`src/rtl/fifo_stream_pkg.sv`:
```
// Shared constants and pointer helpers for the FIFO read-side stream stage.
package fifo_stream_pkg;

    localparam int QDEPTH = 3;

    typedef logic [1:0] qptr_t;

    // The queue depth is not a power of two, so pointers wrap 2 -> 0 explicitly.
    function automatic qptr_t qptr_inc(input qptr_t p);
        qptr_t nxt;
        if (p == qptr_t'(QDEPTH - 1)) begin
            nxt = 2'd0;
        end else begin
            nxt = p + 2'd1;
        end
        return nxt;
    endfunction

endpackage

```
`src/rtl/fifo_stream_out_q.sv`:
```
// Three-entry register queue that absorbs the FIFO read latency.
module stream_out_q
    import fifo_stream_pkg::*;
#(
    parameter int WIDTH = 8
) (
    input  logic             clk,
    input  logic             rst,
    input  logic             push,
    input  logic [WIDTH-1:0] push_data,
    input  logic             pop,
    output logic [WIDTH-1:0] head_data,
    output logic [1:0]       occ
);

    logic [WIDTH-1:0] mem_q [QDEPTH];
    logic [WIDTH-1:0] mem_d [QDEPTH];
    qptr_t            head_q, head_d;
    qptr_t            tail_q, tail_d;
    logic [1:0]       occ_q, occ_d;

    // Next-state for storage, pointers and occupancy.
    always_comb begin
        mem_d  = mem_q;
        head_d = head_q;
        tail_d = tail_q;
        occ_d  = occ_q;
        if (push) begin
            mem_d[tail_q] = push_data;
            tail_d        = qptr_inc(tail_q);
        end else begin
            tail_d = tail_q;
        end
        if (pop) begin
            head_d = qptr_inc(head_q);
        end else begin
            head_d = head_q;
        end
        case ({push, pop})
            2'b10:   occ_d = occ_q + 2'd1;
            2'b01:   occ_d = occ_q - 2'd1;
            default: occ_d = occ_q;
        endcase
    end

    // Storage is cleared on reset so the stream data reads zero while idle.
    always_ff @(posedge clk or posedge rst) begin
        if (rst) begin
            mem_q  <= '{default: '0};
            head_q <= 2'd0;
            tail_q <= 2'd0;
            occ_q  <= 2'd0;
        end else begin
            mem_q  <= mem_d;
            head_q <= head_d;
            tail_q <= tail_d;
            occ_q  <= occ_d;
        end
    end

    assign head_data = mem_q[head_q];
    assign occ       = occ_q;

endmodule

```
`src/rtl/fifo_stream_out.sv`:
```
// FIFO drain stage: credit-based read issue, latency queue and burst-marked stream.
module fifo_stream_out
    import fifo_stream_pkg::*;
#(
    parameter int WIDTH     = 8,
    parameter int BURST_LEN = 4
) (
    input  logic             clk,
    input  logic             rst,
    output logic             r_en,
    input  logic [WIDTH-1:0] data_out,
    input  logic             empty,
    output logic [WIDTH-1:0] m_data,
    output logic             m_valid,
    output logic             m_last,
    input  logic             m_ready,
    output logic [15:0]      xfer_cnt
);

    localparam int BW = (BURST_LEN > 1) ? $clog2(BURST_LEN) : 1;
    localparam logic [BW-1:0] LAST_BEAT = BW'(BURST_LEN - 1);

    logic          inflight_q, inflight_d;
    logic [BW-1:0] beat_q, beat_d;
    logic [15:0]   xfer_cnt_q, xfer_cnt_d;
    logic [1:0]    occ;
    logic [2:0]    pending;
    logic          pop;

    stream_out_q #(.WIDTH(WIDTH)) u_q (
        .clk       (clk),
        .rst       (rst),
        .push      (inflight_q),
        .push_data (data_out),
        .pop       (pop),
        .head_data (m_data),
        .occ       (occ)
    );

    // Reads are issued only from registered credit, never from m_ready.
    always_comb begin
        pending    = {1'b0, occ} + {2'b00, inflight_q};
        r_en       = !empty && (pending < 3'(QDEPTH));
        inflight_d = r_en;
        m_valid    = (occ != 2'd0);
        m_last     = m_valid && (beat_q == LAST_BEAT);
        pop        = m_valid && m_ready;
    end

    // Burst position and transfer count advance once per accepted beat.
    always_comb begin
        beat_d     = beat_q;
        xfer_cnt_d = xfer_cnt_q;
        if (pop) begin
            xfer_cnt_d = xfer_cnt_q + 16'd1;
            if (beat_q == LAST_BEAT) begin
                beat_d = '0;
            end else begin
                beat_d = beat_q + BW'(1);
            end
        end else begin
            beat_d     = beat_q;
            xfer_cnt_d = xfer_cnt_q;
        end
    end

    // Control state registers; a word in flight at reset is dropped.
    always_ff @(posedge clk or posedge rst) begin
        if (rst) begin
            inflight_q <= 1'b0;
            beat_q     <= '0;
            xfer_cnt_q <= 16'd0;
        end else begin
            inflight_q <= inflight_d;
            beat_q     <= beat_d;
            xfer_cnt_q <= xfer_cnt_d;
        end
    end

    assign xfer_cnt = xfer_cnt_q;

endmodule
```
`config.mk`:
```
export PLATFORM = sky130hd
export DESIGN_NAME = fifo_stream_out
export DESIGN_NICKNAME = d
export VERILOG_FILES = /design/src/rtl/fifo_stream_pkg.sv /design/src/rtl/fifo_stream_out_q.sv /design/src/rtl/fifo_stream_out.sv
export SDC_FILE = /design/constraint.sdc
export NUM_CORES = 1
export LEC_CHECK = 0
export CAP_MARGIN = 20
export CORE_AREA = 2 2 67 69
export CTS_CLUSTER_SIZE = 12
export DETAILED_ROUTE_END_ITERATION = 10
export DIE_AREA = 0 0 69 71
export DONT_BUFFER_PORTS = 1
export HOLD_SLACK_MARGIN = 0.08
export PLACE_DENSITY = 0.79
export SLEW_MARGIN = 20
export SYNTH_ARGS = -nofsm -noshare
export SYNTH_HDL_FRONTEND = slang
export SYNTH_SLANG_ARGS = --single-unit
export TNS_END_PERCENT = 30
```
`constraint.sdc`:
```
create_clock -name clk -period 3.4 [get_ports clk]
set_input_delay 0.51 -clock clk [delete_from_list [all_inputs] [get_ports clk]]
set_output_delay 0.51 -clock clk [all_outputs]
set_load 0.02 [all_outputs]
```
**Yosys cells after proc, flatten, opt, wreduce, memory -nomap -nowiden**

Index checks and enable logic that the tools add are counted.

- Add/sub/neg operators: 7
- Order comparisons: 4
- Equality and inequality tests: 5
- Muxes and demuxes: 10
- Bitwise operators: 2
- Reductions and logical operators: 7

Operators with widths:

| operator | number |
|---|---|
| bitwise mux 24 bit | 1 |
| 2-to-1 mux 8 bit | 3 |
| adder 16 x 1 -> 16 bit (second input constant) | 1 |
| binary-select mux 8 bit (select 2 bit) | 1 |
| demux 8 bit (select 2 bit) | 1 |
| adder 2 x 1 -> 2 bit (second input constant) | 4 |
| == test 2 bit (second input constant) | 4 |
| greater-or-equal comparator 3 bit (second input constant) | 2 |
| 2-to-1 mux 2 bit | 3 |
| inverter 2 -> 3 bit | 2 |
| logical AND 1 bit | 4 |
| one-hot mux 2 bit (2 select lines) | 1 |
| nonzero test 2 bit | 2 |
| adder 2 x 1 -> 3 bit | 1 |
| less-than comparator 3 x 1 -> 1 bit (second input constant) | 1 |
| less-than comparator 3 x 2 -> 1 bit (second input constant) | 1 |
| == test 2 x 1 -> 1 bit (second input constant) | 1 |
| subtractor 2 x 1 -> 2 bit (second input constant) | 1 |
| zero test 1 bit | 1 |

- Register bits: 49
- Input bits: 12

**Longest topological paths before layout**

- Word-level depth: 6
- Gate-level depth with buffers: 7
- Depth with buffers taken out: 7

**Modules after synthesis**

Synthesis repeated with hierarchy kept, for this count alone.

- Cell total of the unflattened synthesis: 176
- Area, all modules: 2254.7 um^2

By module, submodules not included:

| module | times used | cells an instance | area each (um^2) | sequential area each (um^2) |
|---|---|---|---|---|
| stream_out_q | 1 | 100 | 1356.3 | 750.7 |
| fifo_stream_out | 1 | 76 | 898.4 | 475.5 |

**Worst setup path after synthesis**

Ideal clock, no wire load.

- Path kind: flip-flop to output port
- Start: register u_q.occ_q[0], in the netlist u_q.occ[0]
- End: output r_en
- Arrival time: 1.477 ns
- Slack: 1.413 ns
- Stages on the path, launching flop included: 4
- Cells stage by stage: dfrtp_1 > ha_1 > ha_1 > a211oi_1

- Word-level cells in the longest chain between the ends: 3

RTL lines:

| element | line | source |
|---|---|---|
| from (decl) | fifo_stream_out_q.sv:20 | `logic [1:0] occ_q, occ_d;` |
| from (signal assigned) | fifo_stream_out_q.sv:52 | `occ_q <= 2'd0;` |
| from (signal assigned) | fifo_stream_out_q.sv:57 | `occ_q <= occ_d;` |
| adder 2 x 1 -> 3 bit | fifo_stream_out.sv:42 | `pending = {1'b0, occ} + {2'b00, inflight_q};` |
| less-than comparator 3 x 2 -> 1 bit | fifo_stream_out.sv:43 | `r_en = !empty && (pending < 3'(QDEPTH));` |
| logical AND 1 bit | fifo_stream_out.sv:43 |  |
| to (decl) | fifo_stream_out.sv:10 | `output logic r_en,` |

Every way passes these cells.

**Final worst setup path**

- Start: register u_q.head_q[1]
- End: output m_data[0]

- Word-level cells in the longest chain between the ends: 4

RTL lines:

| element | line | source |
|---|---|---|
| from (decl) | fifo_stream_out_q.sv:18 | `qptr_t head_q, head_d;` |
| from (signal assigned) | fifo_stream_out_q.sv:50 | `head_q <= 2'd0;` |
| from (signal assigned) | fifo_stream_out_q.sv:55 | `head_q <= head_d;` |
| inverter 2 -> 3 bit (implied by the code) | fifo_stream_out_q.sv:61 | `assign head_data = mem_q[head_q];` |
| binary-select mux 8 bit (select 2 bit) | fifo_stream_out_q.sv:61 |  |
| 2-to-1 mux 8 bit (implied by the code) (2 in series) | fifo_stream_out_q.sv:61 |  |
| to (decl) | fifo_stream_out.sv:13 | `output logic [WIDTH-1:0] m_data,` |

Every way passes these cells. The select of a mux whose other input is x is not followed.

==> flow_metrics.py <==
metrics = {
    "clock_tree": {
        "ctsHoldBuffers": 0,
        "clock-sinks": 49,
        "cts_resized": 0,
        "numCtsBuffers": 5,
        "post_cts_buffers": 0,
        "clk_pin_slew_ns": 0.09,
        "clock_latency_ns": 0.29,
        "cts_buffer_depth": 2,
        "htreeDepth": 2,
        "cts_tree": "yes",
        "clockRootBuffer": "clkbuf_8",
    },
    "pwr": {
        "seqPwrFrac": 0.474,
        "p_per_area_nw_per_um2": 969.8,
        "p_int_mw": 1.416,
        "p_leak_nw": 1.075,
        "combPwrFrac": 0.343,
        "p_sw_mw": 0.8892,
        "peakVddDrop_v": 0.0004564,
        "power_mw": 2.305,
        "clock_power_share": 0.183,
        "swShare": 0.3857,
    },
    "grt": {
        "overflow": 0,
        "grt_start_max_net_pins": 50,
        "grt_pass1_vias": 1411,
        "antenna_found_initial": 0,
        "grt_use_total": 0.1751,
        "grt_pass1_wl_mm": 6.762,
    },
    "final_layout": {
        "final_cell_area_um2": 2377,
        "mostFrequentLayoutCell": "dfrtp_1",
        "fillers": 346,
        "n_antenna_cell": 0,
        "nets": 196,
        "final_util": 0.5655,
        "layout_common_cells": "dfrtp_1 (49), mux2_2 (24), nand2_1 (23)",
        "layout-drive-gt1-share": 0.2222,
        "areaGrowthSynthToFinish_pct": 6.922,
    },
    "worst_setup_path": {
        "cp_data_required_time_ns": 2.89,
        "start_kind": "flop",
        "r2r_setup_slack_ns": 1.65,
        "cp.arrival_ns": 1.91,
        "path_max_fanout": 11,
        "crit_path_end_kind": "output pin",
        "critical_path_class": "reg2out",
    },
    "placement": {
        "gp_congestion": 0.8294,
        "post-dp-hpwl_mm": 2.717,
        "io_buffers": 0,
        "place_ws_ns": 1.319,
        "placed_area_um2": 2260,
    },
    "route": {
        "remaining_drc_errors": 0,
        "vias": 1308,
        "routed_wl_mm": 3.859,
        "drtIter0Drc": 39,
        "antenna_left": 0,
        "wl_per_cell_um": 16.63,
        "first_pass_iters": 4,
        "viasPerCell": 5.638,
    },
    "die": {
        "placementRows": 24,
        "io_pins": 39,
        "die_y_um": 71,
        "dieArea_um2": 4899,
        "start_util": 0.5289,
        "die_x_um": 69,
        "core_area_um2": 4204,
    },
    "sta": {
        "rsz0062_at_grt": "no",
        "clock_skew_ns": 0.004720,
        "maxSlewHeadroom": 0.4505,
        "final.min_clock_period_ns": 2.416,
        "finalHoldViolations": 0,
        "worst_pin_slew_ns": 0.8233,
        "timing.fmax_mhz": 413.8,
        "maxSlewViolCount": 0,
        "fin_ws_ns": 0.9835,
        "finalSetupTns_ns": 0,
        "final.period_utilization": 0.7107,
        "finalSetupViolCount": 0,
    },
    "logic_synthesis": {
        "yosysSeqAreaShare": 0.5515,
        "syn-cell-area_um2": 2223,
        "yosysTopAreaCellShare": 0.5515,
        "ys_ff_latch": 49,
        "yosys_warnings": 0,
        "syn_avg_cell_area_um2": 12.56,
        "syn_nets": 194,
        "synth_area_leaders": "dfrtp_1 (55%), mux2_2 (12%), xnor2_1 (5.9%)",
        "synth_top_cell_by_area": "dfrtp_1",
        "netlist_instances": 177,
        "ys_types": 32,
    },
    "outcome": {
        "outcome": "completed",
    },
    "hold_path": {
        "hold_class": "in2async",
    },
    "run": {
        "maxCapViolCount": 0,
    },
}
==> synth_stat cells (all sizes together) <==
master / count
nand3: 6
dfrtp: 49
or3: 1
nand4: 5
inv: 5
and3: 2
buf: 4
a21o: 3
o21ai: 9
nor3: 4
xnor2: 15
nor2b: 1
or2: 1
clkbuf: 1
nand2: 24
a211oi: 1
mux2: 24
nor2: 3
ha: 5
and4: 1
mux2i: 8
and2: 2
xor2: 3
==> cell families (layout without fill, tap and decap cells) <==
group           Yosys count  after routing  synth area share
xor+xnor                 18             18           0.07091
fa+ha+maj                 5              5           0.02814
compound gates           13             13           0.03376
mux                      32             32            0.1576
simple gates             50             50            0.1334
buf+inv                  10             13           0.02476
flops                    49             49            0.5515
==> cell type report <==
class | instances | area (um2) | area share
clock buffers | 7 | 86.33 | 0.03632
multi-input cells | 118 | 942.2 | 0.3963
clock inverters | 1 | 30.03 | 0.01263
inverters | 5 | 27.53 | 0.01158
flip-flops and latches | 49 | 1226 | 0.5158
well taps | 52 | 65.06 | 0.02737
==> registers in the layout, indices dropped and copies added (netlist names) <==
signal / cells
u_q.head_q: 2
u_q.occ: 2
xfer_cnt: 16
u_q.tail_q: 2
u_q.mem_q: 24
beat_q: 2
inflight_q: 1
==> power groups by stage <==
stage	clock network, mW	registers, mW	logic [mW]
global placement	0	1.08	0.768
detailed placement	0	1.10	0.801
global route	0.459	1.13	0.885
floorplan	0	1.01	0.732
CTS	0.432	1.09	0.806
finish	0.423	1.09	0.791
==> critical path, stage by stage, from the launching register on <==
cell	delay (ns)
dfrtp_1	0.59
nor2b_1	0.59
nand2_1	0.11
o21ai_0	0.31
==> per-stage QoR <==
stage,cells,hold WS (ns)
final,232,0.2189
after global routing,232,0.2864
after CTS,232,0.3542
after detailed placement,224,0.4800
after global placement,224,0.4627
after floorplan,177,0.4490
==> metal layers <==
layer | GRT usage | up-vias | part of all wire
li1 | - | 608 | -
met5 | 0 | - | 0
met4 | 0.05229 | 0 | 0.011
met1 | 0.2125 | 661 | 0.44
met2 | 0.2991 | 35 | 0.49
met3 | 0.05840 | 4 | 0.065
==> worst paths after layout <==
path,start,end,depth (start not counted)
max in group asynchronous,rst,u_q.mem_q[17],1
worst max-delay path,u_q.head_q[1],m_data[0],3
worst min register to register,beat_q[1],beat_q[1],2
worst max register to register,u_q.occ[0],inflight_q,3
worst min-delay path,rst,xfer_cnt[14],1
min in group clk,data_out[5],u_q.mem_q[5],1
(Power assumes the default switching activity.)
